**src/rtl/seq_det_pkg.sv**
```systemverilog
// seq_det_pkg: shared defaults and masked pattern compare for seq_detector_param
//   SEQ_DET_DEFAULT_PATTERN / SEQ_DET_DEFAULT_LEN : legacy 1011 detector configuration
//   seq_det_masked_eq(a, b, len)                  : 1 when the len LSBs of a and b agree
package seq_det_pkg;
   localparam logic [7:0] SEQ_DET_DEFAULT_PATTERN = 8'b0000_1011;
   localparam int         SEQ_DET_DEFAULT_LEN     = 4;
   // Compare width; callers zero-extend, so MAX_LEN must not exceed this.
   localparam int         SEQ_DET_FN_W            = 32;

   function automatic logic seq_det_masked_eq(
      input logic [SEQ_DET_FN_W-1:0] a,
      input logic [SEQ_DET_FN_W-1:0] b,
      input logic [SEQ_DET_FN_W-1:0] len
   );
      logic [SEQ_DET_FN_W-1:0] mask;
      mask = (len >= SEQ_DET_FN_W) ? '1 : ((SEQ_DET_FN_W'(1) << len) - SEQ_DET_FN_W'(1));
      return ((a ^ b) & mask) == '0;
   endfunction
endpackage

```
**src/rtl/seq_det_sat_counter.sv**
```systemverilog
// seq_det_sat_counter: saturating event counter
//   clock, reset : posedge clock, synchronous active-high reset
//   i_clr        : synchronous clear
//   i_inc        : count one event, holding at all-ones
//   o_count      : current count
module seq_det_sat_counter #(
   parameter int CNT_W = 8
) (
   input  logic             clock,
   input  logic             reset,
   input  logic             i_clr,
   input  logic             i_inc,
   output logic [CNT_W-1:0] o_count
);
   logic [CNT_W-1:0] r_count;

   always_ff @(posedge clock) begin
      if (reset || i_clr) r_count <= '0;
      else if (i_inc && r_count != '1) r_count <= r_count + CNT_W'(1);
   end

   assign o_count = r_count;
endmodule

```
**src/rtl/seq_detector_param.sv**
```systemverilog
// seq_detector_param: runtime-programmable serial pattern detector (1..MAX_LEN bits)
//   clock, reset   : posedge clock, synchronous active-high reset (restores legacy 1011 overlap)
//   cfg_load       : strobe latching cfg_pattern / cfg_len (clamped to MAX_LEN) / cfg_overlap
//   x_valid, x     : qualified serial input; bit [len-1] of the pattern is received first
//   y              : registered one-cycle match pulse
//   match_count    : saturating count of y pulses, built only with SEQ_DETECTOR_PARAM_COUNT_EN
//                    (constant 0 otherwise)
module seq_detector_param
   import seq_det_pkg::*;
#(
   parameter int MAX_LEN = 8,
   parameter int LEN_W   = $clog2(MAX_LEN + 1),
   parameter int CNT_W   = 8
) (
   input  logic               clock,
   input  logic               reset,
   input  logic               cfg_load,
   input  logic [MAX_LEN-1:0] cfg_pattern,
   input  logic [LEN_W-1:0]   cfg_len,
   input  logic               cfg_overlap,
   input  logic               x_valid,
   input  logic               x,
   output logic               y,
   output logic [CNT_W-1:0]   match_count
);
   logic [MAX_LEN-1:0] r_hist;
   logic [MAX_LEN-1:0] r_pat;
   logic [LEN_W-1:0]   r_fill;
   logic [LEN_W-1:0]   r_len;
   logic               r_overlap;
   logic               r_y;

   logic [MAX_LEN-1:0] w_hist_next;
   logic [LEN_W:0]     w_fill_inc;
   logic [LEN_W-1:0]   w_fill_sat;
   logic [LEN_W-1:0]   w_cfg_len;
   logic               w_match;

   always_comb begin
      w_hist_next = {r_hist[MAX_LEN-2:0], x};
      w_fill_inc  = {1'b0, r_fill} + (LEN_W + 1)'(1);
      w_fill_sat  = (w_fill_inc >= (LEN_W + 1)'(MAX_LEN)) ? LEN_W'(MAX_LEN) : w_fill_inc[LEN_W-1:0];
      w_cfg_len   = (cfg_len > LEN_W'(MAX_LEN)) ? LEN_W'(MAX_LEN) : cfg_len;
      // fill counts bits since the last clear, so fill+1 >= len means every compared
      // history bit was received after that clear.
      w_match     = x_valid && !cfg_load && (r_len != '0)
                    && (w_fill_inc >= {1'b0, r_len})
                    && seq_det_masked_eq(SEQ_DET_FN_W'(w_hist_next), SEQ_DET_FN_W'(r_pat),
                                         SEQ_DET_FN_W'(r_len));
   end

   always_ff @(posedge clock) begin
      if (reset) begin
         r_hist    <= '0;
         r_fill    <= '0;
         r_y       <= 1'b0;
         r_pat     <= MAX_LEN'(SEQ_DET_DEFAULT_PATTERN);
         r_len     <= LEN_W'(SEQ_DET_DEFAULT_LEN);
         r_overlap <= 1'b1;
      end else if (cfg_load) begin
         r_hist    <= '0;
         r_fill    <= '0;
         r_y       <= 1'b0;
         r_pat     <= cfg_pattern;
         r_len     <= w_cfg_len;
         r_overlap <= cfg_overlap;
      end else begin
         r_y <= w_match;
         if (x_valid) begin
            r_hist <= w_hist_next;
            r_fill <= (w_match && !r_overlap) ? '0 : w_fill_sat;
         end
      end
   end

   assign y = r_y;

`ifdef SEQ_DETECTOR_PARAM_COUNT_EN
   seq_det_sat_counter #(.CNT_W(CNT_W)) u_cnt (
      .clock   (clock),
      .reset   (reset),
      .i_clr   (cfg_load),
      .i_inc   (w_match),
      .o_count (match_count)
   );
`else
   assign match_count = '0;
`endif
endmodule

```
**config.mk**
```make
export PLATFORM = sky130hd
export DESIGN_NAME = seq_detector_param
export DESIGN_NICKNAME = d
export VERILOG_FILES = /design/src/rtl/seq_det_pkg.sv /design/src/rtl/seq_det_sat_counter.sv /design/src/rtl/seq_detector_param.sv
export SDC_FILE = /design/constraint.sdc
export NUM_CORES = 1
export LEC_CHECK = 0
export BUFFER_PORTS_ARGS = -buffer_cell sky130_fd_sc_hd__buf_2
export CELL_PAD_IN_SITES_DETAIL_PLACEMENT = 1
export CELL_PAD_IN_SITES_GLOBAL_PLACEMENT = 2
export CORE_MARGIN = 10
export CORE_UTILIZATION = 30
export CTS_CLUSTER_SIZE = 12
export DETAILED_ROUTE_END_ITERATION = 6
export GPL_TIMING_DRIVEN = 0
export PLACE_DENSITY_LB_ADDON = 0.1
export SLEW_MARGIN = 20
export SYNTH_ARGS = -nofsm -noshare
export SYNTH_HDL_FRONTEND = slang
export SYNTH_SLANG_ARGS = --single-unit
```
**constraint.sdc**
```tcl
create_clock -name clock -period 2.5 [get_ports clock]
set_clock_uncertainty 0.05 [all_clocks]
set_input_delay 0.125 -clock clock [delete_from_list [all_inputs] [get_ports clock]]
set_output_delay 0.125 -clock clock [all_outputs]
set_load 0.01 [all_outputs]
```
== Yosys cells after proc, flatten, opt, wreduce, memory -nomap -nowiden ==
Cells that the tools add are included.

* $add $sub $neg: 2
* Magnitude comparators: 3
* Shift operators: 1
* Multiplexer cells: 3
* Bitwise logic cells: 2
* Reductions and logical operators: 10

{| class="wikitable"
|+ Operators with widths
! operator !! count
|-
| AND 8 x 32 -> 32 bit || 1
|-
| logical NOT 32 bit || 1
|-
| << shifter 1 x 4 -> 32 bit, first input constant || 1
|-
| subtractor 32 x 1 -> 32 bit, second input constant || 1
|-
| 2-to-1 mux 4 bit || 3
|-
| bitwise XOR 8 bit || 1
|-
| adder 4 x 1 -> 5 bit, second input constant || 1
|-
| greater-or-equal comparator 5 x 4 -> 1 bit || 1
|-
| greater-or-equal comparator 5 x 4 -> 1 bit, second input constant || 1
|-
| logical AND 1 bit || 5
|-
| greater-than comparator 4 bit, second input constant || 1
|-
| nonzero test 4 bit || 1
|-
| logical NOT 1 bit || 2
|-
| OR reduction 2 bit || 1
|}

* Register bits after elaboration: 25
* Bits of input ports: 18
* Output and inout port bits: 9

== Longest topological paths before layout ==
Gate-level depths: netlist (run 1).

* Depth after elaboration: 7
* Gate-level depth with buffers: 10
* Mapped depth without buffers: 9

== Worst setup path before layout (run 1) ==
No wires, ideal clock.

* Path kind: reg2reg
* Start point: register r_len[2]
* End point: register r_fill[2]
* Library setup time: 0.074 ns
* Data arrival time: 2.084 ns
* Required time: 2.376 ns
* Path slack: 0.292 ns
* Cell stages (with the launch flop): 10
* Path buffers: 1
* Period minus slack after synthesis: 2.208 ns
* Cell sequence: dfxtp_1 -> buf_6 -> or4_4 -> ha_1 -> or3_1 -> a211oi_1 -> o21ai_0 -> nand4_2 -> o21ai_0 -> a31oi_1

* Word-level cells in the longest chain between the ends: 7
* Elaborated cells on any way between the ends: 11

{| class="wikitable"
|+ RTL lines
! item !! RTL line !! source
|-
| from (decl) || seq_detector_param.sv:29 || <nowiki>logic [LEN_W-1:0] r_len;</nowiki>
|-
| from (signal assigned) || seq_detector_param.sv:58 || <nowiki>r_len <= LEN_W'(SEQ_DET_DEFAULT_LEN);</nowiki>
|-
| from (signal assigned) || seq_detector_param.sv:65 || <nowiki>r_len <= w_cfg_len;</nowiki>
|-
| << shifter 1 x 4 -> 32 bit || seq_det_pkg.sv:16 || <nowiki>mask = (len >= SEQ_DET_FN_W) ? '1 : ((SEQ_DET_FN_W'(1) << len) - SEQ_DET_FN_W'(1));</nowiki>
|-
| subtractor 32 x 1 -> 32 bit || seq_det_pkg.sv:16 ||
|-
| AND 8 x 32 -> 32 bit || seq_det_pkg.sv:17 || <nowiki>return ((a ^ b) & mask) == '0;</nowiki>
|-
| logical NOT 32 bit || seq_det_pkg.sv:17 ||
|-
| logical AND 1 bit (*) || seq_detector_param.sv:48 || <nowiki>&& seq_det_masked_eq(SEQ_DET_FN_W'(w_hist_next), SEQ_DET_FN_W'(r_pat),</nowiki>
|-
| logical AND 1 bit (*) || seq_detector_param.sv:71 || <nowiki>r_fill <= (w_match && !r_overlap) ? '0 : w_fill_sat;</nowiki>
|-
| 2-to-1 mux 4 bit (*) || seq_detector_param.sv:71 ||
|-
| to (signal assigned) || seq_detector_param.sv:71 ||
|-
| to (decl) || seq_detector_param.sv:28 || <nowiki>logic [LEN_W-1:0] r_fill;</nowiki>
|}

Every way passes the cells marked *; elsewhere a longest branch is shown, timed or not.
A chain may end at the register's enable or synchronous reset.

== Worst setup path after layout (run 1) ==
Same ends and word-level chain as after synthesis.

==> results.md, run 1 <==
* Via/cell ratio at 4.69
* CTS Buf Count at 3
* Slew @ Worst Pin at 0.552 ns
* Area post-placement at 1530 µm²
* Outcome: finished clean
* Static leakage at 0.702 nW
* Antenna Cells at 0
* Row count at 24
* Worst r2r src: r_len[2]
* Yosys warns at 0
* CTS Hold Buffers Added at 0
* Initial antenna violation count at 0
* Global-route usage over all layers at 8.85%
* Total global routing overflow at 0
* RSZ-0062 raised after global routing: false
* Remaining DRCs at 0
* CP max stage delay at 0.48 ns
* DP Cell Count at 230
* Critical Path Fanout Max at 8
* Share of layout cells above drive strength 1 at 21.3%
* Reg clk slew, reported paths at 0.09 ns
* Fillers at 521
* Area of the multi-input gates at 764 µm²
* Worst hold path class: in2reg
* Int Pwr at 0.000582 W
* Die area at 7610 µm²
* CP Data Arrival Time at 2.45 ns
* # H-tree levels at 1
* Sequential element share of the synthesized area at 36.9%
* Reg area at 503 µm²
* Final hold vios at 0
* Number of I/O port buffers at 17
* P per Cell Area at 491 nW/µm²
* Final instance area at 1600 µm²
* Worst Setup Path Type: reg2reg
* Async SR Flop Fraction at 0%
* Final Util at 36.7%
* Final setup fails at 0
* CTS tree: done
* Final nets at 209
* WL final at 3.26 mm
* Syn avg cell area at 8.81 µm²
* EDFF count, synth at 0
* WP data required at 2.65 ns
* Largest net degree at the start of global routing at 15
* Combinational Power Share at 15.1%
* Root Buffer: clkbuf_8
* Setup slack after layout at 0.198 ns
* CTS max path bufs at 2
* Layout area overhead at 17.7%
* Final ANT Viol Nets at 0
* Vias after detailed routing at 1103
* Tmin final at 2.30 ns
* Critical path endpoint category: register
* CP max-delay cell: or4_4
* Initial drt markers at 27
* Netlist Area Pre-Place at 1360 µm²
* Post-route setup TNS at 0 ns
* Initial Utilization at 31.1%
* Critical Path Source: r_len[2]
* Final Cycle Share at 92.1%
* Post-Place Worst Slack at 0.0821 ns
* Slew margin rel. at 63.2%
* VDD IR max at 0.311 mV
* Die Wd at 87.2 µm
* Clock sinks at 25
* Net Switching at 0.000201 W
* Routability cong. at 0.769
* Clock Power Share at 30.2%
* Switch share at 25.6%
* Synth Instances at 154
* Vias in the first global route at 1167
* Main flop type after synthesis: dfxtp_1
* Seq pwr share at 54.7%
* Crit-path cells: buf_6 -> or4_4 -> ha_2 -> or3_1 -> a211oi_2 -> o21ai_1 -> nand4_2 -> o21ai_0 -> a31oi_1
* Startpoint Class: register
* Ports at 27
* Max Fclk at 434 MHz
* TritonRoute pass-1 iters at 4
* Max Slew Vio Count at 0
* Worst skew pair latency at 0.26 ns
* Die height at 87.2 µm
* Fin cells at 235
* WL/cell at 13.9 µm
* Synth Register Bits at 25
* Dpl hpwl at 2.69 mm
* Maxcap violations at 0
* Count of cell types in the netlist at 31
* Hold_sp: cfg_pattern[3]
* Core footprint at 4350 µm²
* First-pass GRT wire length at 5.43 mm
cell type report:
cell class / instances / share of cell area [%]
Tap cell: 52 / 4.08
Buffer: 15 / 5.96
Timing Repair Buffer: 18 / 5.80
Inverter: 8 / 1.88
Multi-Input combinational cell: 113 / 47.9
Clock inverter: 1 / 0.313
Sequential cell: 25 / 31.5
Clock buffer: 3 / 2.59
through the flow:
stage	hold slack, ns	power, W
floorplan	0.174	0.000518
global placement	0.284	0.000550
detailed placement	0.289	0.000554
CTS	0.00592	0.000793
global route	0.0141	0.000823
finish	0.0132	0.000783
cells in the mapped netlist (all sizes together) (2+ instances only):
cell | instances | area, µm²
mux2i | 13 | 130
o2111ai | 2 | 17.5
buf | 10 | 76.3
clkbuf | 5 | 18.8
nor4b | 2 | 17.5
a211oi | 3 | 22.5
a211o | 4 | 35.0
a21oi | 5 | 25.0
xnor2 | 6 | 52.6
nand3 | 4 | 20.0
ha | 7 | 87.6
a31oi | 3 | 18.8
dfxtp | 25 | 500
nor2 | 20 | 75.1
xor2 | 5 | 43.8
nand2 | 8 | 30.0
nor2b | 4 | 25.0
a22oi | 2 | 15.0
inv | 8 | 30.0
o21ai | 9 | 45.0
sequential cells by signal, summed over array words and instances (netlist names):
register and count:
r_fill 4, r_hist 7, r_len 4, r_overlap 1
r_pat 8, y 1
routing by layer:
metal	part of all wire (%)	up-vias	GRT usage, %
met5	0	-	0
met4	1.2	0	3.91
met3	3.2	4	2.43
met2	49	14	14.9
met1	47	513	10.1
li1	-	572	-
worst max-delay path, delay by kind of cell (launching register included):
family | cells | cell delay (ns)
AND/OR/NAND/NOR | 3 | 0.96
AO/OA/AOI/OAI | 4 | 0.57
flip-flops | 1 | 0.31
adder cells (fa/ha/maj) | 1 | 0.22
buffers and inverters | 1 | 0.13
layout by cell type (no fill, tap or decap), drive strengths merged, types with 3 or more instances in the layout:
cell	n
ha	7
clkbuf	8
xnor2	6
nor2b	4
a21oi	5
inv	8
a211o	4
dfxtp	25
mux2i	13
a31oi	3
o21ai	9
xor2	5
a211oi	3
conb	8
nand2	8
nor2	20
buf	28
nand3	4
power by group through the flow:
stage,clock network (W),registers (W),logic [W]
after floorplan,0,0.000432,0.0000860
after global placement,0,0.000436,0.000114
after detailed placement,0,0.000437,0.000117
after CTS,0.000247,0.000428,0.000118
after global routing,0.000258,0.000431,0.000135
final,0.000236,0.000428,0.000118
worst paths after layout:
kind         cells past startpoint  slack (ns)         to
min reg2reg                      2        0.47  r_fill[1]
max                              9        0.20  r_fill[2]
max reg2reg                      9        0.20  r_fill[2]
min                              2        0.01   r_pat[3]
cell families after synthesis:
family	count (synthesis)	synth area share (%)
AND/OR/NAND/NOR	44	16.1
flip-flops	25	36.9
XOR/XNOR	11	7.10
buffers and inverters	23	9.23
adder cells (fa/ha/maj)	7	6.46
AO/OA/AOI/OAI	30	14.4
multiplexers	13	9.59
other	1	0.276
timing repair:
action,in CTS,in global routing
setup buffers,0,1
endpoints found under the setup margin,0,4
resized for setup,0,5
Note: power is estimated with default switching activity, not from simulation.
==> inputs of run 2 (changes only) <==
Settings changed: PLACE_DENSITY_LB_ADDON 0.1 to 0.08.
==> run 2 against run 1 <==
Compared with the run above:
- hold slack worse by 0.0060 ns
- sequential share of layout area down 0.24 points
- utilization up 0.29 points
- cell area is 0.78% higher
- power grew 1.6%
- routed wire length is 2.4% higher
- clock power increased by 5%
- final cell count is 0.43% higher
- critical path type unchanged
- largest cell class unchanged
- highest routed layer unchanged
==> results.md, run 2 (synthesis results as in run 1) <==
* Initial antenna violation count at 0
* Min-Delay Path Depth at 2
* Slew margin rel. at 57.8%
* Root Buffer: clkbuf_8
* Commonest cells after routing, fill and taps aside: 23 x dfxtp_1, 20 x nor2_1, 18 x buf_2
* First-pass GRT wire length at 5.50 mm
* Antenna Cells at 0
* Reg2Reg Depth at 9
* CTS Buf Count at 3
* Global-route usage over all layers at 8.87%
* RSZ-0062 raised after global routing: false
* Vias in the first global route at 1189
* Max Fclk at 432 MHz
* Largest registers: r_pat (8), r_hist (7)
* GR Util met2 at 15.6%
* Met1 Use GR at 9.63%
* Remaining DRCs at 0
* Layout area overhead at 18.6%
* CTS max path bufs at 2
* Critical Path Fanout Max at 8
* Final hold vios at 0
* WL final at 3.34 mm
* Number of I/O port buffers at 17
* Total global routing overflow at 0
* Die height at 87.2 µm
* Fin Hold WS at 0.00717 ns
* Die area at 7610 µm²
* Vias after detailed routing at 1130
* Dpl hpwl at 2.71 mm
* Global Route met3 Usage at 3.28%
* Reg clk slew, reported paths at 0.09 ns
* Final Cycle Share at 92.6%
* Post-route setup TNS at 0 ns
* Max Slew Vio Count at 0
* TritonRoute pass-1 iters at 4
* VDD IR max at 0.266 mV
* Initial Utilization at 31.1%
* GRT busiest layer: met2
* Worst Setup Path Type: reg2reg
* Routability cong. at 0.716
* Area post-placement at 1530 µm²
* Share of layout cells above drive strength 1 at 21.2%
* Slew @ Worst Pin at 0.633 ns
* Tmin final at 2.32 ns
* Outcome: finished clean
* Worst skew pair latency at 0.27 ns
* Startpoint Class: register
* WL/cell at 14.2 µm
* Clock sinks at 25
* # H-tree levels at 1
* Core footprint at 4350 µm²
* Worst hold path class: in2reg
* Via/cell ratio at 4.79
* Max reg flops at 8
* Die Wd at 87.2 µm
* CP Data Arrival Time at 2.47 ns
* Commonest non-fill, non-tap cell in the layout: dfxtp_1
* P per Cell Area at 494 nW/µm²
* Largest Register: r_pat
* Critical path endpoint category: register
* Final nets at 210
* WP data required at 2.66 ns
* Final setup fails at 0
* Row count at 24
* Maxcap violations at 0
* Static leakage at 0.702 nW
* CTS tree: done
* Final instance area at 1610 µm²
* Largest net degree at the start of global routing at 16
* Ports at 27
* Final ANT Viol Nets at 0
* Initial drt markers at 24
[run 2: layout make-up]
cell class	count	area [µm²]
Sequential cell	25	503
Buffer	15	95.1
Timing Repair Buffer	19	103
Clock buffer	3	41.3
Multi-Input combinational cell	113	764
Fill cell	511	2750
Tap cell	52	65.1
Inverter	8	30.0
Clock inverter	1	7.51
[run 2: timing repair]
action                                 4_1_cts  5_1_grt
setup buffers                                0        1
hold buffers                                 1        0
gates resized for setup                      0        4
endpoints found under the hold margin        1        0
setup endpoints to repair                    0        4
[run 2: stage by stage]
stage / instances / utilization [%] / total power (W) / setup WS, ns
2_1_floorplan: 161 / - / 0.000518 / 0.292
4_1_cts: 235 / 36.6 / 0.000812 / 0.0521
6_report: 236 / 37.0 / 0.000796 / 0.185
5_1_grt: 236 / 37.0 / 0.000839 / 0.00720
3_5_place_dp: 230 / 35.2 / 0.000554 / 0.0690
3_3_place_gp: 230 / 35.2 / 0.000551 / 0.129
[run 2: path summary, 6_finish.rpt]
check                                     from         to  slack [ns]
worst max-delay path                  r_len[2]  r_fill[0]        0.18
worst max register to register        r_len[2]  r_fill[0]        0.18
worst min register to register       r_fill[1]  r_fill[1]        0.47
worst min-delay path            cfg_pattern[0]   r_pat[0]       0.007
[run 2: critical path, cell delays in order (launching register included)]
cell	delay (ns)
dfxtp_1	0.31
buf_6	0.13
or4_4	0.48
ha_2	0.23
or3_1	0.32
a211oi_2	0.18
o21ai_0	0.13
nand4_2	0.16
o2111ai_1	0.12
a21oi_1	0.15
[run 2: power breakdown]
part,switching [W],internal (W)
registers,0.0000141,0.000413
logic,0.0000612,0.0000592
clock network,0.000135,0.000113
[run 2: layer usage]
layer	wire (µm)	up-vias
met1	1440	533
li1	-	574
met5	0	-
met4	30	0
met2	1650	19
met3	223	4
